===== config.mk =====
export PLATFORM = sky130hd
export DESIGN_NAME = cpuy_sequencer
export DESIGN_NICKNAME = d
export VERILOG_FILES = /design/src/rtl/cpuy_seq_pkg.sv /design/src/rtl/seq_mem_port.sv /design/src/rtl/cpuy_sequencer.sv
export SDC_FILE = /design/constraint.sdc
export NUM_CORES = 1
export LEC_CHECK = 0
export CORE_ASPECT_RATIO = 0.9
export CORE_UTILIZATION = 43
export CTS_CLUSTER_SIZE = 40
export DETAILED_ROUTE_END_ITERATION = 8
export PLACE_DENSITY = 0.78
export REMOVE_ABC_BUFFERS = 1
export SYNTH_ARGS = -nofsm -noshare
export SYNTH_HDL_FRONTEND = slang
export SYNTH_SLANG_ARGS = --single-unit

===== constraint.sdc =====
create_clock -name clk -period 5.6 [get_ports clk]
set_input_delay 1.12 -clock clk [delete_from_list [all_inputs] [get_ports clk]]
set_output_delay 1.12 -clock clk [all_outputs]
set_load 0.05 [all_outputs]

===== src/rtl/cpuy_seq_pkg.sv =====
// Shared types and constants for the cpuy instruction sequencer.
package cpuy_seq_pkg;

  // The high (second) writeback byte is a sub-phase of StWb, tracked by a flag,
  // so that all states fit in the 3-bit debug encoding.
  typedef enum logic [2:0] {
    StIdle,
    StFetchOp,
    StFetchArg,
    StDecode,
    StRamRd,
    StExec,
    StWb,
    StHalt
  } seq_state_e;

  localparam logic [7:0] HaltOpcodeDefault = 8'hFF;
  localparam int unsigned InstrLen = 2;

endpackage


===== src/rtl/seq_mem_port.sv =====
// Generic single-outstanding read handshaker: req rises on launch and drops
// after the cycle in which req && ack completes the transfer.
module seq_mem_port #(
  parameter int unsigned AW = 8
) (
  input  logic          clk,
  input  logic          rst_n,
  input  logic          launch,
  input  logic [AW-1:0] launch_addr,
  input  logic          ack,
  input  logic [7:0]    rdata,
  output logic          req,
  output logic [AW-1:0] addr,
  output logic          done,
  output logic [7:0]    data
);

  logic          req_q;
  logic [AW-1:0] addr_q;

  // A launch in the completing cycle re-arms the port for a back-to-back read.
  always_ff @(posedge clk or negedge rst_n) begin
    if (!rst_n) begin
      req_q  <= 1'b0;
      addr_q <= '0;
    end else if (launch) begin
      req_q  <= 1'b1;
      addr_q <= launch_addr;
    end else if (done) begin
      req_q  <= 1'b0;
    end
  end

  assign done = req_q & ack;
  assign data = rdata;
  assign req  = req_q;
  assign addr = addr_q;

endmodule


===== src/rtl/cpuy_sequencer.sv =====
// cpuy instruction sequencer: fetches opcode/operand pairs, resolves RAM
// operands, steers the PC and issues ALU and writeback strobes.
module cpuy_sequencer
  import cpuy_seq_pkg::*;
#(
  parameter int unsigned PC_WIDTH    = 8,
  parameter logic [7:0]  HALT_OPCODE = HaltOpcodeDefault
) (
  input  logic                clk,
  input  logic                rst_n,
  input  logic                run,
  output logic                halted,
  output logic                prog_req,
  output logic [PC_WIDTH-1:0] prog_addr,
  input  logic [7:0]          prog_data,
  input  logic                prog_ack,
  output logic                ram_req,
  output logic [7:0]          ram_addr,
  input  logic [7:0]          ram_data,
  input  logic                ram_ack,
  output logic [7:0]          opcode,
  output logic [7:0]          operand,
  input  logic                alu_operation,
  input  logic                alu_multibyte_result,
  input  logic                jump_operation,
  input  logic                jump_condition,
  input  logic                mov_operation,
  input  logic                ram_operand,
  input  logic                duplicate_w,
  output logic                alu_en,
  output logic                wb_en,
  output logic                wb_high,
  output logic [PC_WIDTH-1:0] pc,
  output logic [2:0]          state
);

  localparam logic [PC_WIDTH-1:0] PcOne = PC_WIDTH'(1);

  seq_state_e          state_q, state_d, boundary;
  logic [PC_WIDTH-1:0] pc_q, pc_d;
  logic [7:0]          opcode_q, opcode_d, operand_q, operand_d;
  logic                second_q, second_d;
  logic                alu_en_q, wb_en_q, wb_high_q, halted_q;
  logic                prog_launch, prog_done, ram_launch, ram_done;
  logic [7:0]          prog_rdata, ram_rdata;

  // run is only consulted where an instruction ends.
  assign boundary = run ? StFetchOp : StIdle;

  always_comb begin
    state_d   = state_q;
    pc_d      = pc_q;
    opcode_d  = opcode_q;
    operand_d = operand_q;
    second_d  = 1'b0;
    case (state_q)
      StIdle: if (run) state_d = StFetchOp;
      StFetchOp: begin
        if (prog_done) begin
          opcode_d = prog_rdata;
          pc_d     = pc_q + PcOne;
          state_d  = StFetchArg;
        end
      end
      StFetchArg: begin
        if (prog_done) begin
          operand_d = prog_rdata;
          pc_d      = pc_q + PcOne;
          state_d   = StDecode;
        end
      end
      StDecode: begin
        if (opcode_q == HALT_OPCODE) state_d = StHalt;
        else if (ram_operand)        state_d = StRamRd;
        else                         state_d = StExec;
      end
      StRamRd: begin
        if (ram_done) begin
          operand_d = ram_rdata;
          state_d   = StExec;
        end
      end
      StExec: begin
        if (jump_operation) begin
          if (jump_condition) pc_d = PC_WIDTH'(operand_q);
          state_d = boundary;
        end else if (alu_operation || mov_operation) begin
          state_d = StWb;
        end else begin
          state_d = boundary;
        end
      end
      StWb: begin
        if (!second_q && (alu_multibyte_result || duplicate_w)) second_d = 1'b1;
        else                                                     state_d  = boundary;
      end
      StHalt: state_d = StHalt;
      default: state_d = StIdle;
    endcase
  end

  // Strobes are decoded from the next state so they are registered yet line up
  // with the state they belong to.
  always_ff @(posedge clk or negedge rst_n) begin
    if (!rst_n) begin
      state_q   <= StIdle;
      pc_q      <= '0;
      opcode_q  <= '0;
      operand_q <= '0;
      second_q  <= 1'b0;
      alu_en_q  <= 1'b0;
      wb_en_q   <= 1'b0;
      wb_high_q <= 1'b0;
      halted_q  <= 1'b0;
    end else begin
      state_q   <= state_d;
      pc_q      <= pc_d;
      opcode_q  <= opcode_d;
      operand_q <= operand_d;
      second_q  <= second_d;
      alu_en_q  <= (state_d == StExec) && alu_operation && !jump_operation;
      wb_en_q   <= (state_d == StWb);
      wb_high_q <= second_d;
      halted_q  <= (state_d == StHalt);
    end
  end

  assign prog_launch = (state_d == StFetchOp || state_d == StFetchArg) && (state_d != state_q);
  assign ram_launch  = (state_d == StRamRd) && (state_q != StRamRd);

  seq_mem_port #(.AW(PC_WIDTH)) u_prog_port (
    .clk         (clk),
    .rst_n       (rst_n),
    .launch      (prog_launch),
    .launch_addr (pc_d),
    .ack         (prog_ack),
    .rdata       (prog_data),
    .req         (prog_req),
    .addr        (prog_addr),
    .done        (prog_done),
    .data        (prog_rdata)
  );

  seq_mem_port #(.AW(8)) u_ram_port (
    .clk         (clk),
    .rst_n       (rst_n),
    .launch      (ram_launch),
    .launch_addr (operand_d),
    .ack         (ram_ack),
    .rdata       (ram_data),
    .req         (ram_req),
    .addr        (ram_addr),
    .done        (ram_done),
    .data        (ram_rdata)
  );

  assign opcode  = opcode_q;
  assign operand = operand_q;
  assign pc      = pc_q;
  assign state   = state_q;
  assign alu_en  = alu_en_q;
  assign wb_en   = wb_en_q;
  assign wb_high = wb_high_q;
  assign halted  = halted_q;

endmodule


==> results of run 1 <==
## cells by family after synthesis
family	Yosys count	share of synthesized area, %
fa+ha+maj	1	0.511
simple gates	74	17.7
buf+inv	12	2.91
mux	33	17.2
compound gates	36	10.6
xor+xnor	3	1.07
flops	49	50.1
## area by class of cell
type | count | area [sq um]
inverters | 6 | 22.5
clock inverters | 3 | 25.0
flip-flops and latches | 49 | 1230
clock buffers | 5 | 68.8
fillers | 455 | 2050
well taps | 67 | 83.8
repair buffers | 76 | 756
multi-input cells | 147 | 1150
## metal layers
metal	track usage [%]	wire (um)	up-vias
li1	-	-	908
met1	28.9	2500	934
met2	32.6	2800	79
met3	4.35	403	4
met4	5.95	34	0
met5	0	0	-
## where the power goes
part / total [mW] / internal [mW] / switching, mW
clock: 0.214 / 0.0903 / 0.123
combinational: 0.0448 / 0.0224 / 0.0223
sequential: 0.358 / 0.355 / 0.00264
total: 0.617 / 0.468 / 0.148
## sequential cells by signal (all words and copies together), names as in the netlist
signal,flops
opcode,8
operand,8
pc,8
u_prog_port.addr,8
u_ram_port.addr,8
state,3
alu_en,1
halted,1
u_prog_port.req,1
u_ram_port.req,1
wb_en,1
wb_high,1
## metrics by stage
stage | instance area, sq um | util (%) | setup slack [ps] | hold slack, ps
floorplan | 2400 | - | 2920 | 802
global placement | 3240 | 60.2 | 2320 | 497
detailed placement | 3240 | 60.2 | 2230 | 498
CTS | 3330 | 62.0 | 2500 | 521
global route | 3330 | 62.0 | 2420 | 541
finish | 3330 | 62.0 | 2500 | 517
## layout by cell type, fill, tap and decap left out, drive strengths merged, types with 5 or more instances in the layout
master          n
dfrtp          49
inv             7
clkdlybuf4s50  75
clkbuf          5
nor2           16
nand2          18
nor3           15
mux2i           9
a21oi           6
mux2           24
o21ai          15
## final timing paths
kind	start	end	slack, ps	cells after the start
hold reg to reg	u_prog_port.addr[5]	u_prog_port.addr[5]	520	1
min in group asynchronous	rst_n	u_prog_port.addr[0]	1000	1
hold / removal	u_prog_port.addr[5]	u_prog_port.addr[5]	520	1
setup reg to reg	state[0]	u_prog_port.addr[4]	3200	6
setup / recovery	state[2]	state[2]	2500	1
max in group asynchronous	rst_n	u_prog_port.addr[7]	3970	1
==> flow_results.org, run 1 <==
** Worst setup path
- Together, buffers and inverters on the worst path number 1.
- For this design, the slowest cell found on the critical path is clkdlybuf4s50_1.
- The worst setup path is launched from a register.
- Max Fanout on Critical Path :: 14
- STA classifies the critical path endpoint as an output port.
- The largest single stage delay on the critical path is 930 ps.
- By startpoint and endpoint, the worst setup path is classified as reg -> out.
- CP required :: 4480 ps
- Among cell families on the critical path, the largest total delay comes from buffers and inverters.
- Ordered list of cells on the worst path :: clkdlybuf4s50_1
- At the worst endpoint, the arrival time is 1980 ps.

** Die
- Boundary pin count :: 77
- Die height :: between 70 and 80 um
- Cell row count :: 25
- Initial Util :: 45.5%
- Overall die area :: 6000 sq um
- In this run the horizontal extent of the chip is 81.6 um.
- Area of the core region :: 5380 sq um

** Cells and area
- Antenna Cells :: 0
- The count of cells in the finished layout, fillers not included, comes to 353.
- Post-layout nets :: roughly 310
- Cells with a size suffix above 1 make up a little under a fifth of the layout.
- From synthesis to final layout, the design area changed by 36.1%.

** Run
- Maximum capacitance violations :: 0

** Timing
- The total count of hold-check failures in the final report is 0.
- Minimum period implied by the final worst setup slack :: 3100 ps
- # setup viols final :: 0
- Relative slew slack :: 30.7%
- Post-route clock period utilization :: a little under three fifths
- Setup repair after global routing left no endpoint under its margin.
- At the pin with the least slew margin, the transition time is 1040 ps.
- The number of slew-limit violations in the final report is 0.
- Based on the critical path, the design can be clocked at up to 0.323 GHz.
- Aggregate negative setup slack :: 0 ps
- Between clock sinks in the finished design, the worst skew comes to between 9 and 10 ps.

** Logic synthesis
- Number of distinct standard cells referenced by the synthesized netlist :: 49
- By instance count, the leading cell after synthesis is dfrtp_1.
- #FFs+latches synth :: 49
- Of the post-synthesis cell area, the dominant cell type holds 50.1%.
- Share of the yosys chip area belonging to registers :: 50.1%
- Most instantiated flip-flop cell in the synthesis netlist :: dfrtp_1
- Cell count after synthesis :: approximately 210
- In the synthesized netlist the async set-or-reset flop fraction comes to 100%.
- Post-synthesis cell type with the largest combined area :: dfrtp_1
- Top cells by count, synth :: dfrtp_1 (49), nand2_1 (17), mux2_4 (16), nor2_1 (14), nor3_1 (11)
- The Yosys step of the flow raised 0 warnings.
- Synthesized area per cell :: 11.8 sq um
- Yosys mapped a number of flops with a built-in enable equal to 0.
- Area contributors post-synth :: dfrtp_1 (50%), mux2_4 (9.8%), mux2i_1 (3.7%)
- Summing every instance area after synthesis gives about 2400 sq um.

** Routing
- Wire length reported by the detailed router :: 5730 um
- Detailed-routing iteration count for the pre-antenna-repair pass :: 4
- After detailed routing, the average wire length per cell comes to 16.2 um.
- Starting DRT DRC Count :: 200
- After detailed routing, the number of remaining DRC violations is 0.
- Via count :: 1925
- After detailed routing, the number of vias per cell comes to between 5 and 6.
- Count of antenna-violating nets left after detailed routing :: 0

** Global routing
- The total overflow left after global routing is 0.
- Number of global-route vias before repair :: ~1800
- Total GRT Usage :: 20.8%
- First-pass GRT wire length :: a little over 9000 um
- Entering global routing, the biggest net connects 50 pins.
- The number of antenna violations at the first check in global routing was 0.

** CTS
- Count of hold buffers inserted by post-cts repair :: 0
- CTS H-tree lvls :: 2
- Reg clk slew, reported paths :: 90 ps
- Total clock sinks :: 49
- Cell at the root of the clock tree :: clkbuf_8
- The clock reaches the later pin of the worst-skew pair after ~300 ps.
- Buffer count from post-CTS setup fixing :: 0
- The clock passes through at most 2 buffers.
- TritonCTS built the clock tree.
- TritonCTS created 5 clock buffers.
- Count of instances resized after the clock tree is built :: 0

** Placed design
- Hpwl dp :: 4280 um
- In this run the tool buffered the top-level ports with 76 buffer cells.
- The number of placed instances, taps included, is 345.
- The congestion estimate from routability-driven global placement came to approximately 0.83.

** Pwr
- Worst IR drop on VDD :: 135 uV
- Total power for the finished layout comes to a little over 600 uW.
- Leakage power :: 1.44 nW
- For this design the ratio of total power to cell area is 185 nW/um^2.

** Min path
- The worst hold path belongs to the class reg -> reg.

** Status
- The run finished with clean final reports.
(Power assumes the default switching activity.)
==> run 2, diff against run 1 <==
- clock period: 5.6 -> 2.9 ns (I/O delays scaled with it)
==> flow_results.org, run 2 (same netlist as run 1, synthesis figures left out) <==
** Status
- The flow ran to the end, and the final reports show no timing, DRC or antenna violations.

** Die
- Initial Util :: 45.5% (unchanged)
- Die height :: 73.6 um (unchanged)
- The overall die width came to 81.6 um (unchanged).
- The die outline area was 6000 sq um (unchanged).
- Boundary pin count :: 77 (unchanged)
- Area of the core region :: 5380 sq um (unchanged)
- Cell row count :: 25 (unchanged)

** Worst setup path
- Worst r2r src :: state[0]
- Critical Path Sink Type :: output port
- The critical path starts at state[2].
- The critical path in this run is classified as reg -> out.
- In this run the worst setup path terminates at state[2].
- The worst path buffer plus inverter count was 1 (unchanged).
- The maximum net fanout on the critical path came to 14 (unchanged).
- The critical path depth in cells came to 1 (unchanged).
- The worst register-to-register path ends at u_prog_port.addr[0].
- CP arrival :: 1980 ps (about the same)
- Startpoint kind of the worst setup timing path :: register
- The maximum single-stage delay on the critical path is 920 ps (about the same).
- The signal on the critical path passes through clkdlybuf4s50_1.
- The reg-to-reg setup timing slack was 490 ps (-2710 ps).
- Slowest cell on crit path :: clkdlybuf4s50_1
- Logic depth of the worst register-to-register path :: 6 (unchanged)
- CP required :: 2320 ps (-2160 ps)
- Critical path's top delay family :: buffers and inverters

** Global routing
- The maximum number of pins on one net before global-route repair was 29 (-42%).
- The global-route wire length before repair is 9520 um (+2.9%).
- Initial antenna violation count :: 0 (unchanged)
- The total overflow reported by the global router came to 0 (unchanged).
- The global routing usage summed across all routing layers came to 21.6% (+0.83 points).
- The via count of the first global-routing pass is 1904 (+3.6%).

** Run
- The max-capacitance violation count was 0 (unchanged).

** CTS
- Clock tree from TritonCTS :: built
- Buffer count from post-CTS setup fixing :: 0 (unchanged)
- Number of buffers created by CTS :: 5 (unchanged)
- Total clock sinks :: 49 (unchanged)
- Cell at the root of the clock tree :: clkbuf_8
- Reg clk slew, reported paths :: 100 ps (about the same)
- Count of hold buffers inserted by post-cts repair :: 0 (unchanged)
- Count of instances resized after the clock tree is built :: 0 (unchanged)
- The maximum clock insertion buffer count was 2 (unchanged).
- The H-tree level count is 2 (unchanged).
- The worst-skew pair later-pin latency came to 300 ps (about the same).

** Routing
- Starting DRT DRC Count :: 217 (+8.5%)
- The number of antenna-violating nets in the routed design is 0 (unchanged).
- The total wire length was 5990 um (+4.5%).
- The length of the first detailed-routing pass in iterations is 4 (unchanged).
- Residual DRC :: 0 (unchanged)
- Via count :: 1913 (-0.62%)
- The post-detailed-route wirelength per cell came to 16.8 um (+3.3%).
- Number of vias per cell :: 5.36 (-1.7%)

** Timing
- Aggregate negative setup slack :: 0 ps (unchanged)
- The number of failing setup endpoints in the final timing report is 0 (unchanged).
- Final hold slack :: 229 ps (-288 ps)
- Post-route clock period utilization :: 88.4%
- The worst slew margin relative to its limit was 56.9% (+26 points).
- Endpoints failing hold :: 0 (unchanged)
- Final critical-path setup slack :: 335 ps (-2170 ps)
- The transition at the pin with the smallest max-transition slack came to 646 ps (-394 ps).
- Derived from the worst setup path, the maximum achievable clock frequency is 0.390 GHz.
- RSZ-0062 raised after global routing :: no
- Setup Skew :: 13.0 ps (+3.99 ps)
- The clock period could shrink to 2560 ps.
- Max Transition Viols Final :: 0 (unchanged)

** Min path
- The tightest min-delay check is of the in -> async type.

** Cells and area
- Total area of multi-input combinational cells :: 1150 sq um (unchanged)
- In the layout the commonest cells are clkdlybuf4s50_1 (75), dfrtp_1 (49), nand2_1 (17), mux2_4 (16), nor2_1 (14).
- Most frequent standard cell in the layout excluding fill and tap cells :: clkdlybuf4s50_1
- Relative to the synthesized area, the layout overhead comes to 38.1%.
- The count of antenna diodes in the layout was 0 (unchanged).
- The share of layout cells above drive strength 1 was 20.0% (+1.1 points).
- Count of fill cells added during filler insertion :: 430 (-5.5%)
- Post-layout nets :: 318 (+1.3%)
- The footprint of the flip-flops and latches was 1230 sq um (unchanged).

** Placed design
- The global placement routability congestion is 0.831 (+0.13%).
- Setup Slack @ Placement :: 74.4 ps (-2150 ps)
- Number of port buffers :: 76 (unchanged)
- The post-detailed-placement half-perimeter wirelength is 4430 um (+3.4%).

** Pwr
- Power Density :: 379 nW/um^2 (+100%)
- The total leakage power was 1.47 nW (+2.4%).
- The largest vdd supply drop came to 265 uV (+97%).
==> run 2: changes by cell type in the layout (fill, tap and decap cells not counted) <==
cell,before,now
clkinv_2,0,1
clkinvlp_4,1,0
buf_4,0,4
clkinv_4,1,0
bufinv_16,0,1
==> run 2: power breakdown <==
group          switching, mW  internal, mW  leakage, nW
combinational         0.0436        0.0442        0.761
clock                  0.243         0.259       0.0585
sequential           0.00515         0.686        0.651
==> run 2: how the worst min path moves through the flow <==
stage	start	end	slack (ps)	cells past startpoint
finish	rst_n	halted	230	1
global route	rst_n	u_ram_port.addr[7]	270	1
CTS	rst_n	opcode[3]	240	1
detailed placement	u_ram_port.addr[6]	u_ram_port.addr[6]	500	1
global placement	u_prog_port.addr[6]	u_prog_port.addr[6]	500	1
floorplan	rst_n	alu_en	280	0
==> run 2: cell type report <==
cell class,count,area share (%)
repair buffers,80,23.2
flip-flops and latches,49,36.2
multi-input cells,147,34.1
clock buffers,5,2.03
inverters,6,0.666
clock inverters,3,1.29
well taps,67,2.48
==> run 2: per-layer routing <==
metal,track usage [%],vias up,wire length (um)
li1,-,916,-
met2,33.9,80,2810
met5,0,-,0
met1,29.9,908,2750
met4,6.75,0,68
met3,4.47,9,357
==> run 2: per-stage QoR <==
step / instance area (sq um) / util (%) / power, mW / instances
final: 3380 / 62.9 / 1.28 / 357
after CTS: 3380 / 62.9 / 1.29 / 357
after global routing: 3380 / 62.9 / 1.32 / 357
after floorplan: 2400 / - / 0.728 / 202
after global placement: 3270 / 60.8 / 0.792 / 349
after detailed placement: 3270 / 60.8 / 0.794 / 349
==> run 3, diff against run 2 <==
- GPL_ROUTABILITY_DRIVEN: not set -> 0
- SKIP_LAST_GASP: not set -> 1
==> results of run 3 <==
Final layout, timing and power as in run 2 (identical DEF).
==> RTL change (flow settings as in run 3) <==
`PC_WIDTH`: 8 -> 6.
--- a/src/rtl/cpuy_sequencer.sv
+++ b/src/rtl/cpuy_sequencer.sv
@@ -5,3 +5,3 @@
 #(
-  parameter int unsigned PC_WIDTH    = 8,
+  parameter int unsigned PC_WIDTH    = 6,
   parameter logic [7:0]  HALT_OPCODE = HaltOpcodeDefault
Interface: changed (resized pc and prog_addr); port bits go from 77 to 73. The function was not compared with the original's and may differ.
==> RTL change against run 3 <==
- synthesized cell count down 10%
- final area decreased by 10%
- worst setup slack gained 96 ps
- global-route usage is essentially flat
- area after synthesis down 14%
- register-to-register slack improved by 120 ps
- sequential cell count down 4
- routed wire length decreased by 13%
- largest cell class unchanged
- count of clock-buffer cells in the layout unchanged
Power is left out: it rests on default switching activity, and per cell area and clock period it moved more than threefold.
==> RTL change: results (changes against run 3) <==
Parameter                              Value

Placed design
  Placed instance count    320 (-8.3%)
  Count of buffers inserted at the top-level ports    72 (-5.3%)
  Dpl cell area    2902 µm² (-11%)
  Minimum setup slack after placement    230.1 ps (+155.7 ps)

Synthesis
  Seq/Total Area, Yosys    0.5319 (+0.03140)
  Compound-cell area share of the yosys netlist    0.1560 (+0.04980)
  Post-synthesis adder-cell area fraction    0.005910 (+0.0008029)
  Post-Synth XOR/XNOR Area    0 (-0.01073)
  Largest cells by area after synthesis    dfrtp_1 53%, mux2_2 12%, nand2_1 5.1%
  Synth warn    0 (unchanged)
  Multiplexer fraction of the synthesized cell area    0.1170 (-0.05458)
  Most frequent cells after synthesis    45 x dfrtp_1, 29 x nand2_1, 22 x mux2_2
  Yosys cell types    46 (-6.1%)
  Number of instances in the synthesized netlist    187 (-10%)

Global route
  Pin count of the biggest net entering global routing    46 (+59%)
  First-pass GRT wire length    8549 µm (-10%)
  GRT Resource Usage Total    0.2161 (about the same)

Clock network
  Number of buffers on the longest clock path    2 (unchanged)

Timing
  Relative slew slack    0.3529 (-0.2164)
  Layout Skew    4.617 ps (-8.431 ps)

Route
  Initial drt markers    114 (-47%)
  Sum of met2 wire segment lengths after detailed routing    2415 µm (-14%)
  Met3 wire length    442 µm (+24%)
  Met1 Routed Length    2286 µm (-17%)
  Total vias in the final route    1759 (-8.1%)
  Routed wirelength normalized by instance count    15.82 µm (-5.6%)

Final layout
  Count of placed standard cells in the final layout, fillers left out    328 (-8.1%)
  Fraction of final layout cells sized beyond drive strength 1    0.1842 (-0.01579)
  Final nets    294 (-7.5%)

Critical path
  Crit-path max FO    16 (+2)

Min path
  Path class of the lowest-slack min-delay path    in2async

Outcome
  Outcome    finished, final reports clean
-- RTL change: area by class of cell --
class	count	area (µm²)
sequential	45	1126
inverter	4	15.01
clock inverter	3	68.82
tap	62	77.57
clock buffer	5	68.82
multi-input combinational	133	937.1
fill	359	1536
timing repair buffer	76	745.7
-- RTL change: path summary, 6_finish.rpt --
kind | depth (start not counted) | slack (ps) | endpoint | start
worst max-delay path | 1 | 430 | state[2] | state[2]
worst min-delay path | 1 | 430 | wb_high | rst_n
worst max register to register | 7 | 610 | u_prog_port.addr[0] | state[0]
worst min register to register | 1 | 510 | u_prog_port.addr[2] | u_prog_port.addr[2]
max in group asynchronous | 1 | 1870 | operand[7] | rst_n
min in group clk | 1 | 510 | u_prog_port.addr[2] | u_prog_port.addr[2]
-- RTL change: per-layer routing --
metal  up-vias  global-route usage
met3         6             0.06842
met5         -                   0
met2        69              0.3682
met4         0             0.05769
li1        844                   -
met1       840              0.2720
